**src/rtl/response_logger_pkg.sv**
```systemverilog
// Shared types and constants for the response logger.
// Holds the controller state encoding and the MISR polynomial/seed.
package response_logger_pkg;

  typedef enum logic [1:0] {IDLE, CAPTURE, DUMP, DONE} logger_state_t;

  localparam logic [7:0] MISR_POLY = 8'h1D;
  localparam logic [7:0] MISR_SEED = 8'hFF;

endpackage

```
**src/rtl/misr_step.sv**
```systemverilog
// One combinational MISR step: rotate left, fold the polynomial in when the
// outgoing MSB is set, then XOR the zero-extended sample.
// Ports:
//   sig      : current signature
//   data     : sample being compacted
//   sig_next : signature after absorbing data
module misr_step #(
  parameter int unsigned     SIGW = 8,
  parameter int unsigned     DW   = 3,
  parameter logic [SIGW-1:0] POLY = 'h1D
) (
  input  logic [SIGW-1:0] sig,
  input  logic [DW-1:0]   data,
  output logic [SIGW-1:0] sig_next
);

  assign sig_next = {sig[SIGW-2:0], sig[SIGW-1]}
                  ^ ({SIGW{sig[SIGW-1]}} & POLY)
                  ^ SIGW'(data);

endmodule

```
**src/rtl/response_logger.sv**
```systemverilog
// Captures applied-vector/response samples into a small buffer, compacts them
// into a MISR signature, then replays the buffer over a valid/ready port.
// Ports:
//   clk, reset_n           : clock, async active-low reset
//   start                  : clear and begin a capture (any state)
//   in_valid/in_ready      : sample handshake; in_data sample, in_last ends run
//   rd_valid/rd_ready      : readback handshake; rd_data stored sample
//   count                  : samples captured this run
//   signature              : running MISR value
//   done                   : run captured and fully read back
module response_logger
  import response_logger_pkg::*;
#(
  parameter int unsigned DW    = 3,
  parameter int unsigned DEPTH = 8,
  parameter int unsigned SIGW  = 8
) (
  input  logic                       clk,
  input  logic                       reset_n,
  input  logic                       start,
  input  logic                       in_valid,
  output logic                       in_ready,
  input  logic [DW-1:0]              in_data,
  input  logic                       in_last,
  output logic                       rd_valid,
  input  logic                       rd_ready,
  output logic [DW-1:0]              rd_data,
  output logic [$clog2(DEPTH+1)-1:0] count,
  output logic [SIGW-1:0]            signature,
  output logic                       done
);

  localparam int unsigned CW = $clog2(DEPTH + 1);
  localparam int unsigned AW = $clog2(DEPTH);

  logger_state_t state_q, state_d;

  // count_q doubles as the write pointer: entries are written in order from 0.
  logic [CW-1:0]   count_q;
  logic [CW-1:0]   rptr_q;
  logic [SIGW-1:0] sig_q;
  logic [SIGW-1:0] sig_next;
  logic [DW-1:0]   mem_q [DEPTH];

  logic accept;
  logic rd_fire;
  logic last_read;

  assign accept    = in_valid && in_ready;
  assign rd_fire   = rd_valid && rd_ready;
  assign last_read = (rptr_q == count_q - CW'(1));

  misr_step #(
    .SIGW (SIGW),
    .DW   (DW),
    .POLY (SIGW'(MISR_POLY))
  ) u_misr_step (
    .sig      (sig_q),
    .data     (in_data),
    .sig_next (sig_next)
  );

  // State register.
  always_ff @(posedge clk or negedge reset_n) begin
    if (!reset_n) begin
      state_q <= IDLE;
    end else begin
      state_q <= state_d;
    end
  end

  // Next-state logic; start wins over any simultaneous accept or read.
  always_comb begin
    state_d = state_q;
    if (start) begin
      state_d = CAPTURE;
    end else begin
      unique case (state_q)
        IDLE:    state_d = IDLE;
        CAPTURE: begin
          if (accept && (in_last || count_q == CW'(DEPTH - 1))) state_d = DUMP;
        end
        DUMP:    begin
          if (rd_fire && last_read) state_d = DONE;
        end
        DONE:    state_d = DONE;
        default: state_d = IDLE;
      endcase
    end
  end

  // Output logic.
  always_comb begin
    in_ready = (state_q == CAPTURE);
    rd_valid = (state_q == DUMP) && (rptr_q < count_q);
    done     = (state_q == DONE);
    rd_data  = '0;
    if (rd_valid) rd_data = mem_q[rptr_q[AW-1:0]];
  end

  // Pointers and signature.
  always_ff @(posedge clk or negedge reset_n) begin
    if (!reset_n) begin
      count_q <= '0;
      rptr_q  <= '0;
      sig_q   <= SIGW'(MISR_SEED);
    end else if (start) begin
      count_q <= '0;
      rptr_q  <= '0;
      sig_q   <= SIGW'(MISR_SEED);
    end else if (accept) begin
      count_q <= count_q + CW'(1);
      sig_q   <= sig_next;
    end else if (rd_fire) begin
      rptr_q  <= rptr_q + CW'(1);
    end
  end

  // Sample storage; contents are don't-care after reset so no reset branch.
  always_ff @(posedge clk) begin
    if (accept && !start) mem_q[count_q[AW-1:0]] <= in_data;
  end

  assign count     = count_q;
  assign signature = sig_q;

endmodule
```
**config.mk**
```make
export PLATFORM = sky130hd
export DESIGN_NAME = response_logger
export DESIGN_NICKNAME = d
export VERILOG_FILES = /design/src/rtl/response_logger_pkg.sv /design/src/rtl/misr_step.sv /design/src/rtl/response_logger.sv
export SDC_FILE = /design/constraint.sdc
export NUM_CORES = 1
export LEC_CHECK = 0
export CAP_MARGIN = 20
export CELL_PAD_IN_SITES_DETAIL_PLACEMENT = 1
export CELL_PAD_IN_SITES_GLOBAL_PLACEMENT = 1
export CORE_MARGIN = 2
export CORE_UTILIZATION = 47
export CTS_CLUSTER_SIZE = 20
export DETAILED_ROUTE_END_ITERATION = 12
export GPL_TIMING_DRIVEN = 0
export PLACE_DENSITY_LB_ADDON = 0.1
export SLEW_MARGIN = 20
export SYNTH_ARGS = -nofsm -noshare
export SYNTH_HDL_FRONTEND = slang
export SYNTH_SLANG_ARGS = --single-unit
```
**constraint.sdc**
```tcl
create_clock -name clk -period 5.2 [get_ports clk]
set_input_delay 0.78 -clock clk [delete_from_list [all_inputs] [get_ports clk]]
set_output_delay 0.78 -clock clk [all_outputs]
set_load 0.1 [all_outputs]
```
# Word-level counts from Yosys, hierarchy flattened

Memories as Yosys holds them, arrays and structs flattened.
Cells that the tools add are included.

Register bits: 18
Bits in writable memories: 24
Memories: 1
Word-level logic and storage cells: 46

Multiplexer cells: 14
Magnitude comparators: 1
Reductions and logical operators: 13
Bitwise gates (word level): 2
Equality and inequality tests: 8
$add $sub $neg: 3

Memories:

| name  | depth | width | rd ports | clocked after Yosys merged registers in | write ports | RTL line              | text |
|---|---|---|---|---|---|---|---|
| mem_q | 8     | 3     | 1        | 0                                       | 1           | response_logger.sv:43 | `logic [DW-1:0] mem_q [DEPTH];` |

Operator list:

| operator                                                           | number |
|---|---|
| 4-bit 2-to-1 mux                                                   | 5 |
| 8-bit 2-to-1 mux                                                   | 2 |
| 4-bit by 1-bit adder with 4-bit output, second input constant      | 2 |
| 2-bit case mux with 4 select lines                                 | 1 |
| 8-bit by 3-bit XOR with 8-bit output                               | 1 |
| 8-bit by 5-bit XOR with 8-bit output                               | 1 |
| 1-bit logical AND                                                  | 6 |
| 2-bit 2-to-1 mux                                                   | 3 |
| 2-bit == test, second input constant                               | 2 |
| 4-bit by 3-bit == test with 1-bit output, second input constant    | 1 |
| 4-bit == test                                                      | 1 |
| 4-bit less-than comparator                                         | 1 |
| 2-bit AND reduction                                                | 2 |
| 2-bit nonzero test                                                 | 2 |
| 4-bit by 1-bit subtractor with 4-bit output, second input constant | 1 |
| 3-bit 2-to-1 mux                                                   | 1 |
| 3-bit by 2-bit != test with 1-bit output, second input constant    | 1 |
| 3-bit != test, second input constant                               | 1 |
| 2-bit by 1-bit == test with 1-bit output, second input constant    | 1 |
| 2-bit zero test                                                    | 1 |
| 1-bit 2-to-1 mux                                                   | 2 |
| 2-bit != test, second input constant                               | 1 |
| 1-bit zero test                                                    | 1 |
| 1-bit logical OR                                                   | 1 |

# Longest topological paths before layout

Gate-level depths: netlist of the first run.

Depth after elaboration: 7
Depth in mapped cells: 7
Mapped depth without buffers: 6

# Hierarchy

Synthesis of the first run repeated with hierarchy kept, for this count alone.

Cell total of the unflattened synthesis: 172
Area total of the unflattened synthesis: 2089.5 µm²

By module, submodules not included:

| module          | seq. area each (µm²) | area each (µm²) | cells an instance | times used |
|---|---|---|---|---|
| response_logger | 1181.1               | 2009.4          | 164               | 1 |
| misr_step       | 0.0                  | 80.1            | 8                 | 1 |

# Worst setup path before layout of the first run

No wires, ideal clock.

Kind: register to output
Start: register count_q[2], in the netlist count[2]
End: output port rd_data[0]
Data required time: 4.420 ns
Stages on the path, launching flop included: 8
Arrival time: 4.258 ns
Slack: 0.162 ns
Cells stage by stage: dfrtp_1 clkbuf_1 inv_1 ha_1 o21ai_0 a21oi_1 or2_2 nor3_1

Cells in the longest elaborated chain, start to end: 3

RTL lines:

| what                       | RTL line               | text |
|---|---|---|
| start: declaration         | response_logger.sv:39  | `logic [CW-1:0] count_q;` |
| start signal: assignment   | response_logger.sv:112 | `count_q <= count_q + CW'(1);` |
| 4-bit less-than comparator | response_logger.sv:95  | `rd_valid = (state_q == DUMP) && (rptr_q < count_q);` |
| 1-bit logical AND          | response_logger.sv:95  |  |
| 3-bit 2-to-1 mux           | response_logger.sv:98  | `if (rd_valid) rd_data = mem_q[rptr_q[AW-1:0]];` |
| end: declaration           | response_logger.sv:27  | `output logic [DW-1:0] rd_data,` |

Every way passes these cells.

# Worst setup path in the final report of the first run

Start: register count_q[2], in the netlist count[2]
End: output port rd_data[1]

The elaborated chain is that of the path after synthesis.

==> results of run 1 <==
## worst max-delay path, delay by kind of cell (launching register included)
family | cells | cell delay [ns]
flip-flops | 1 | 0.34
buffers and inverters | 3 | 1.68
adder cells (fa/ha/maj) | 1 | 0.31
AO/OA/AOI/OAI | 2 | 0.29
AND/OR/NAND/NOR | 2 | 0.59
## kinds of logic (layout without fill, tap and decap cells)
| kind of cell | Yosys count | in the layout |
|---|---|---|
| AND/OR/NAND/NOR | 64 | 64 |
| flip-flops | 42 | 42 |
| buffers and inverters | 17 | 51 |
| AO/OA/AOI/OAI | 15 | 15 |
| XOR/XNOR | 12 | 12 |
| multiplexers | 12 | 12 |
| adder cells (fa/ha/maj) | 7 | 7 |
## per-stage QoR
stage / hold slack (ns) / cell area (um2) / std cells / util [%]
5_1_grt: 0.528 / 2450 / 253 / 60.1
3_5_place_dp: 0.493 / 2360 / 245 / 57.9
2_1_floorplan: 0.484 / 2040 / 169 / -
3_3_place_gp: 0.479 / 2360 / 245 / 57.9
6_report: 0.500 / 2450 / 253 / 60.1
4_1_cts: 0.506 / 2450 / 253 / 60.1
## synthesized netlist by cell type
library cell | number | share of area (%)
or3b_1 | 1 | 0.43
buf_2 | 2 | 0.49
ha_1 | 7 | 4.3
nor2_1 | 14 | 2.6
o31ai_1 | 1 | 0.37
nand4b_1 | 1 | 0.43
and3b_1 | 1 | 0.43
mux2_2 | 2 | 1.1
or3_1 | 1 | 0.31
o211ai_1 | 5 | 1.8
o311ai_0 | 1 | 0.43
nand4_1 | 1 | 0.31
or2_2 | 1 | 0.31
dfrtp_1 | 10 | 12
a21oi_1 | 5 | 1.2
and2_1 | 1 | 0.31
xnor2_1 | 9 | 3.9
mux2i_1 | 4 | 2.0
nand3b_1 | 1 | 0.37
edfxtp_1 | 24 | 35
nand2b_1 | 2 | 0.61
o21ai_0 | 3 | 0.74
dfstp_2 | 8 | 10
nor2b_1 | 2 | 0.61
clkbuf_1 | 7 | 1.3
and3b_2 | 1 | 0.49
xor2_1 | 3 | 1.3
nand2_1 | 21 | 3.9
nor3_1 | 7 | 1.7
nand3_1 | 7 | 1.7
or4_1 | 1 | 0.37
mux4_2 | 6 | 6.6
and2b_1 | 1 | 0.37
inv_1 | 8 | 1.5
## power groups by stage
stage	clock (mW)	sequential (mW)	combinational (mW)
4_1_cts	0.217	0.379	0.154
5_1_grt	0.232	0.381	0.163
6_report	0.212	0.379	0.152
3_3_place_gp	0	0.385	0.149
2_1_floorplan	0	0.440	0.0550
3_5_place_dp	0	0.386	0.153
## cell type report
class	instances	share of cell area (%)
repair buffers	26	10.6
multi-input cells	110	32.4
well taps	50	2.55
plain buffers	9	1.48
inverters	8	1.22
clock inverters	3	0.866
clock buffers	5	2.80
flip-flops and latches	42	48.1
## how the worst max path moves through the flow
stage / slack, ns / to / start
6_report: 0.90 / rd_data[1] / count[2]
5_1_grt: 0.65 / rd_data[1] / count[2]
4_1_cts: 0.87 / rd_data[1] / count[2]
3_5_place_dp: 1.24 / rd_data[1] / count[2]
3_3_place_gp: 1.32 / rd_data[1] / count[2]
2_1_floorplan: 0.16 / rd_data[0] / count[2]
## sequential cells by signal, indices dropped and copies added, names as in the netlist
signal     count
state_q        2
rptr_q         4
count          4
signature      8
mem_q         24
## per-layer routing
layer  GRT usage (%)  vias up
li1                -      661
met5               0        -
met1            30.2      712
met4            8.55        0
met2            35.9       27
met3            4.47        9
==> metrics, run 1 <==
status=complete, no violations; R2R cell count=7; multiplexer area fraction after synthesis=9.68%; GRT Resource Usage Total=22.4%; Mapped Area=2040 um2; R2R Setup Slk=2.88 ns; Net count, final=218; root buf cell=clkbuf_8; worst slew pin tran=0.981 ns; Fmax=232 MHz; setup TNS=0 ns; share of total power in sequential cells=51.0%; Simple-Gate Fraction of Synth Area=15.2%; WL per Instance=18.9 um; yosys warns=0; Hold Crit Depth=2; post-synthesis compound-gate area fraction=between 4 and 5%; RR Startpoint=count[2]; Detailed Route Iter0 Violations=77; Syn-to-layout area delta=20.2%; hpwl dp=3.51 mm; first-pass GRT wire length=between 8 and 9 mm; CP required=about 4.4 ns; worst clock skew=between 0.004 and 0.005 ns; largest net degree at the start of global routing=19; clock-pin slew on the worst setup and hold paths=0.08 ns; TritonCTS clock tree=done; setup ws final=0.898 ns; crit path kind=reg -> out; main combinational cell family by area after synthesis=simple AND/OR/NAND/NOR gates; fillers=roughly 440; mean area per synthesized cell=~12 um2; hold path startpoint=signature[5]; Die Wd=69.9 um; Clock Tree Buf Depth=2; slowest CP cell=clkdlybuf4s50_1; switching power share of the total=32.2%; Worst EP arrival=3.52 ns; Buffers on Ports=26; max incr delay on CP=around 1.2 ns; Period minus WS final=4.30 ns; Reg area=1180 um2; Internal Power=0.504 mW; gpl congestion=around 0.77; syn_nets=185; final hold vios=0; FF-to-FF End=state_q[0]; clock power share=~29%; Cell Pwr Density=around 300 nW/um2; final setup fails=0; layout cells sized above 1=13.8%; Worst Setup Start Kind=flip-flop; post-synthesis adder-cell area fraction=4.29%; vias in the first global route=1592; Netlist cell types=34; DR vias=1409; Clock Sinks=42; Residual DRC=0; combinational share of power=20.5%; Setup crit end kind=output port; Mapped Cells=169; Rel. slew slack=34.4%; CP max FO=8; post-cts hold buffer count=0; most frequent cells in the layout=26 x clkdlybuf4s50_1, 24 x edfxtp_1, 21 x nand2_1, 14 x nor2_1, 10 x dfrtp_1; overall routed net length=around 4.8 mm; CP cell instances=clkbuf_1 > inv_1 > ha_1 > o21ai_0 > a21oi_1 > or2_2 > nor3_1 > clkdlybuf4s50_1; Leakage=approximately 0.88 nW; pre-CTS setup slack=1.24 ns; Clock Latency Late Sink=0.30 ns; hold crit path type=reg -> reg; H-tree depth=2; multi-input logic area=795 um2; Highest Signal Layer=met4; CTS resizes=0; most common cell after layout, fill and taps aside=clkdlybuf4s50_1; I/O Pins=27; Final period util=slightly above 80%; Total Power=0.744 mW; clock buffer count from CTS=5; part of the Yosys area used for sequential elements=57.8%; Seq cells post-synth=42; Min-Delay Endpoint=signature[6]; initial antenna violation count=0; GRT overflow=0; core area=4090 um2; Slew Viols, Final=0; Initial Utilization=50.0%; Rows=23; max_cap viols=0; ANT nets after route=0; worst vdd ir=0.000226 V; RSZ-0062 raised after global routing=no; switching power=0.239 mW; first-pass detailed-route iteration total=4; Met3 Wirelength=between 100 and 150 um; die area=just under 5000 um2; DIE HEIGHT=69.9 um; vias per inst=5.57; postcts setup bufs=0; wire length on met2=2.44 mm; M1 WL=2.11 mm; XOR/XNOR Fraction of Synth Area=5.15%; Antenna Cells=0
Power figures use the tool's default switching activity.
==> inputs of run 2 (changes only) <==
--- a/config.mk
+++ b/config.mk
@@ -9,7 +9,7 @@
 export CELL_PAD_IN_SITES_DETAIL_PLACEMENT = 1
 export CELL_PAD_IN_SITES_GLOBAL_PLACEMENT = 1
 export CORE_MARGIN = 2
-export CORE_UTILIZATION = 47
+export CORE_UTILIZATION = 44
 export CTS_CLUSTER_SIZE = 20
 export DETAILED_ROUTE_END_ITERATION = 12
 export GPL_TIMING_DRIVEN = 0
==> constraint.sdc (replaced) <==
create_clock -name clk -period 4 [get_ports clk]
set_input_delay 0.6 -clock clk [delete_from_list [all_inputs] [get_ports clk]]
set_output_delay 0.6 -clock clk [all_outputs]
set_load 0.1 [all_outputs]
==> run 2 against run 1 <==
- wire length down 1.2%
- first-iteration DRC count up 14%
- clock skew is 0.0010 ns higher
- register-to-register slack got worse by 1.3 ns
- power rose by 30%
==> metrics, run 2 (synthesis results as in run 1) <==
status=complete, no violations; Crit path buffers/inverters=3; RR Startpoint=count[2]; crit path kind=reg -> out; largest net degree at the start of global routing=19; Final period util=~95%; worst clock skew=about 0.0058 ns; Antenna Cells=0; CP Launch Point=count[2]; hold crit path type=reg -> reg; wire length on met2=2.32 mm; die area=5200 um2; Residual DRC=0; hpwl dp=3.42 mm; GRT overflow=0; final hold vios=0; Top Family by Delay on Critical Path=buffers and inverters; slowest CP cell=dlygate4sd1_1; Rel. slew slack=34.5%; Cell Pwr Density=394 nW/um2; layout cells sized above 1=13.8%; M1 WL=2.15 mm; Die Wd=about 70 um; first-pass detailed-route iteration total=4; ANT nets after route=0; Setup crit end kind=output port; root buf cell=clkbuf_8; final setup fails=0; clock-pin slew on the worst setup and hold paths=about 0.08 ns; worst vdd ir=roughly 0.00024 V; Net count, final=218; TritonCTS clock tree=done; Buffers on Ports=26; Leakage=0.906 nW; GRT Resource Usage Total=20.3%; H-tree depth=2; gpl congestion=0.758; Period minus WS final=around 3.8 ns; worst slew pin tran=0.979 ns; CP max FO=8; clock buffer count from CTS=5; most frequent cells in the layout=24 x edfxtp_1, 22 x clkdlybuf4s50_1, 21 x nand2_1, 14 x nor2_1, 10 x dfrtp_1; Slew Viols, Final=0; post-cts hold buffer count=0; Worst Setup Start Kind=flip-flop; max_cap viols=0; Met3 Wirelength=~170 um; Total Power=0.964 mW; Clock Latency Late Sink=~0.30 ns; vias in the first global route=1544; vias per inst=~5.4; final hold slack=0.500 ns; Clock Sinks=42; design area=2440 um2; Syn-to-layout area delta=19.7%; WL per Instance=~19 um; Worst EP arrival=3.22 ns; CP required=3.40 ns; fillers=477; DR vias=1366; Highest Signal Layer=met4; hold path startpoint=signature[5]; initial antenna violation count=0; Fmax=262 MHz; RSZ-0062 raised after global routing=no; Rows=24; I/O Pins=27; postcts setup bufs=0; most common cell after layout, fill and taps aside=edfxtp_1; Post-DP Area=2370 um2; Clock Tree Buf Depth=2; Detailed Route Iter0 Violations=around 90; Initial Utilization=46.3%; core area=4410 um2; CP cell instances=clkbuf_1 > inv_1 > ha_1 > o21ai_0 > a21oi_1 > or2_2 > nor3_1 > dlygate4sd1_1; overall routed net length=~4.7 mm; max incr delay on CP=0.86 ns; Largest register FFs=24; first-pass GRT wire length=just under 8 mm; DIE HEIGHT=72.1 um
[run 2: power breakdown]
| group | internal, mW | switching, mW | total [mW] |
|---|---|---|---|
| Combinational | 0.0543 | 0.144 | 0.199 |
| Clock | 0.123 | 0.148 | 0.271 |
| Sequential | 0.478 | 0.0150 | 0.493 |
[run 2: worst paths after layout]
kind	endpoint	slack, ns	cells after the start
worst max-delay path	rd_data[1]	0.18	8
worst min-delay path	signature[5]	0.50	2
worst max register to register	state_q[0]	1.62	7
worst min register to register	signature[5]	0.50	2
max in group asynchronous	count[1]	2.66	1
min in group asynchronous	state_q[1]	0.80	1
[run 2: per-stage QoR]
step                      TNS, ns  cells  util [%]  setup WS (ns)
final                           0    255      55.4          0.185
after global routing            0    255      55.4       0.000103
after CTS                       0    255      55.5        0.00113
after detailed placement        0    247      53.6          0.218
after global placement          0    247      53.6          0.293
after floorplan             -2.61    169         -         -0.858
[run 2: per-layer routing]
layer,up-vias,global-route usage (%)
met2,24,32.3
met5,-,0
met4,0,7.97
met1,672,26.8
met3,9,5.00
li1,661,-
[run 2: what timing repair did]
item                                   in CTS  in global routing
resized for setup                           3                  9
endpoints found under the hold margin       0                  0
cloned                                      0                  0
pin swaps                                   0                  0
setup endpoints to repair                   3                  4
[run 2: layout make-up]
cell class	count	area, um2	share of cell area, %
plain buffers	9	36.3	1.48
flip-flops and latches	42	1180	48.3
clock buffers	6	72.6	2.97
well taps	52	65.1	2.66
multi-input cells	110	795	32.5
clock inverters	2	12.5	0.512
inverters	8	30.0	1.23
repair buffers	26	251	10.3
[run 2: worst min-delay path, delay by kind of cell (launching register included)]
kind / cells / cell delay, ns
DFF: 1 / 0.38
and+or+nand+nor: 2 / 0.11
==> inputs of run 3 (changes only) <==
--- a/config.mk
+++ b/config.mk
@@ -10,6 +10,7 @@
 export CELL_PAD_IN_SITES_GLOBAL_PLACEMENT = 1
 export CORE_MARGIN = 2
 export CORE_UTILIZATION = 44
+export CTS_CLUSTER_DIAMETER = 40
 export CTS_CLUSTER_SIZE = 20
 export DETAILED_ROUTE_END_ITERATION = 12
 export GPL_TIMING_DRIVEN = 0
==> results of run 3 <==
Same layout as run 2: the final DEF is identical, and so are final timing and power.
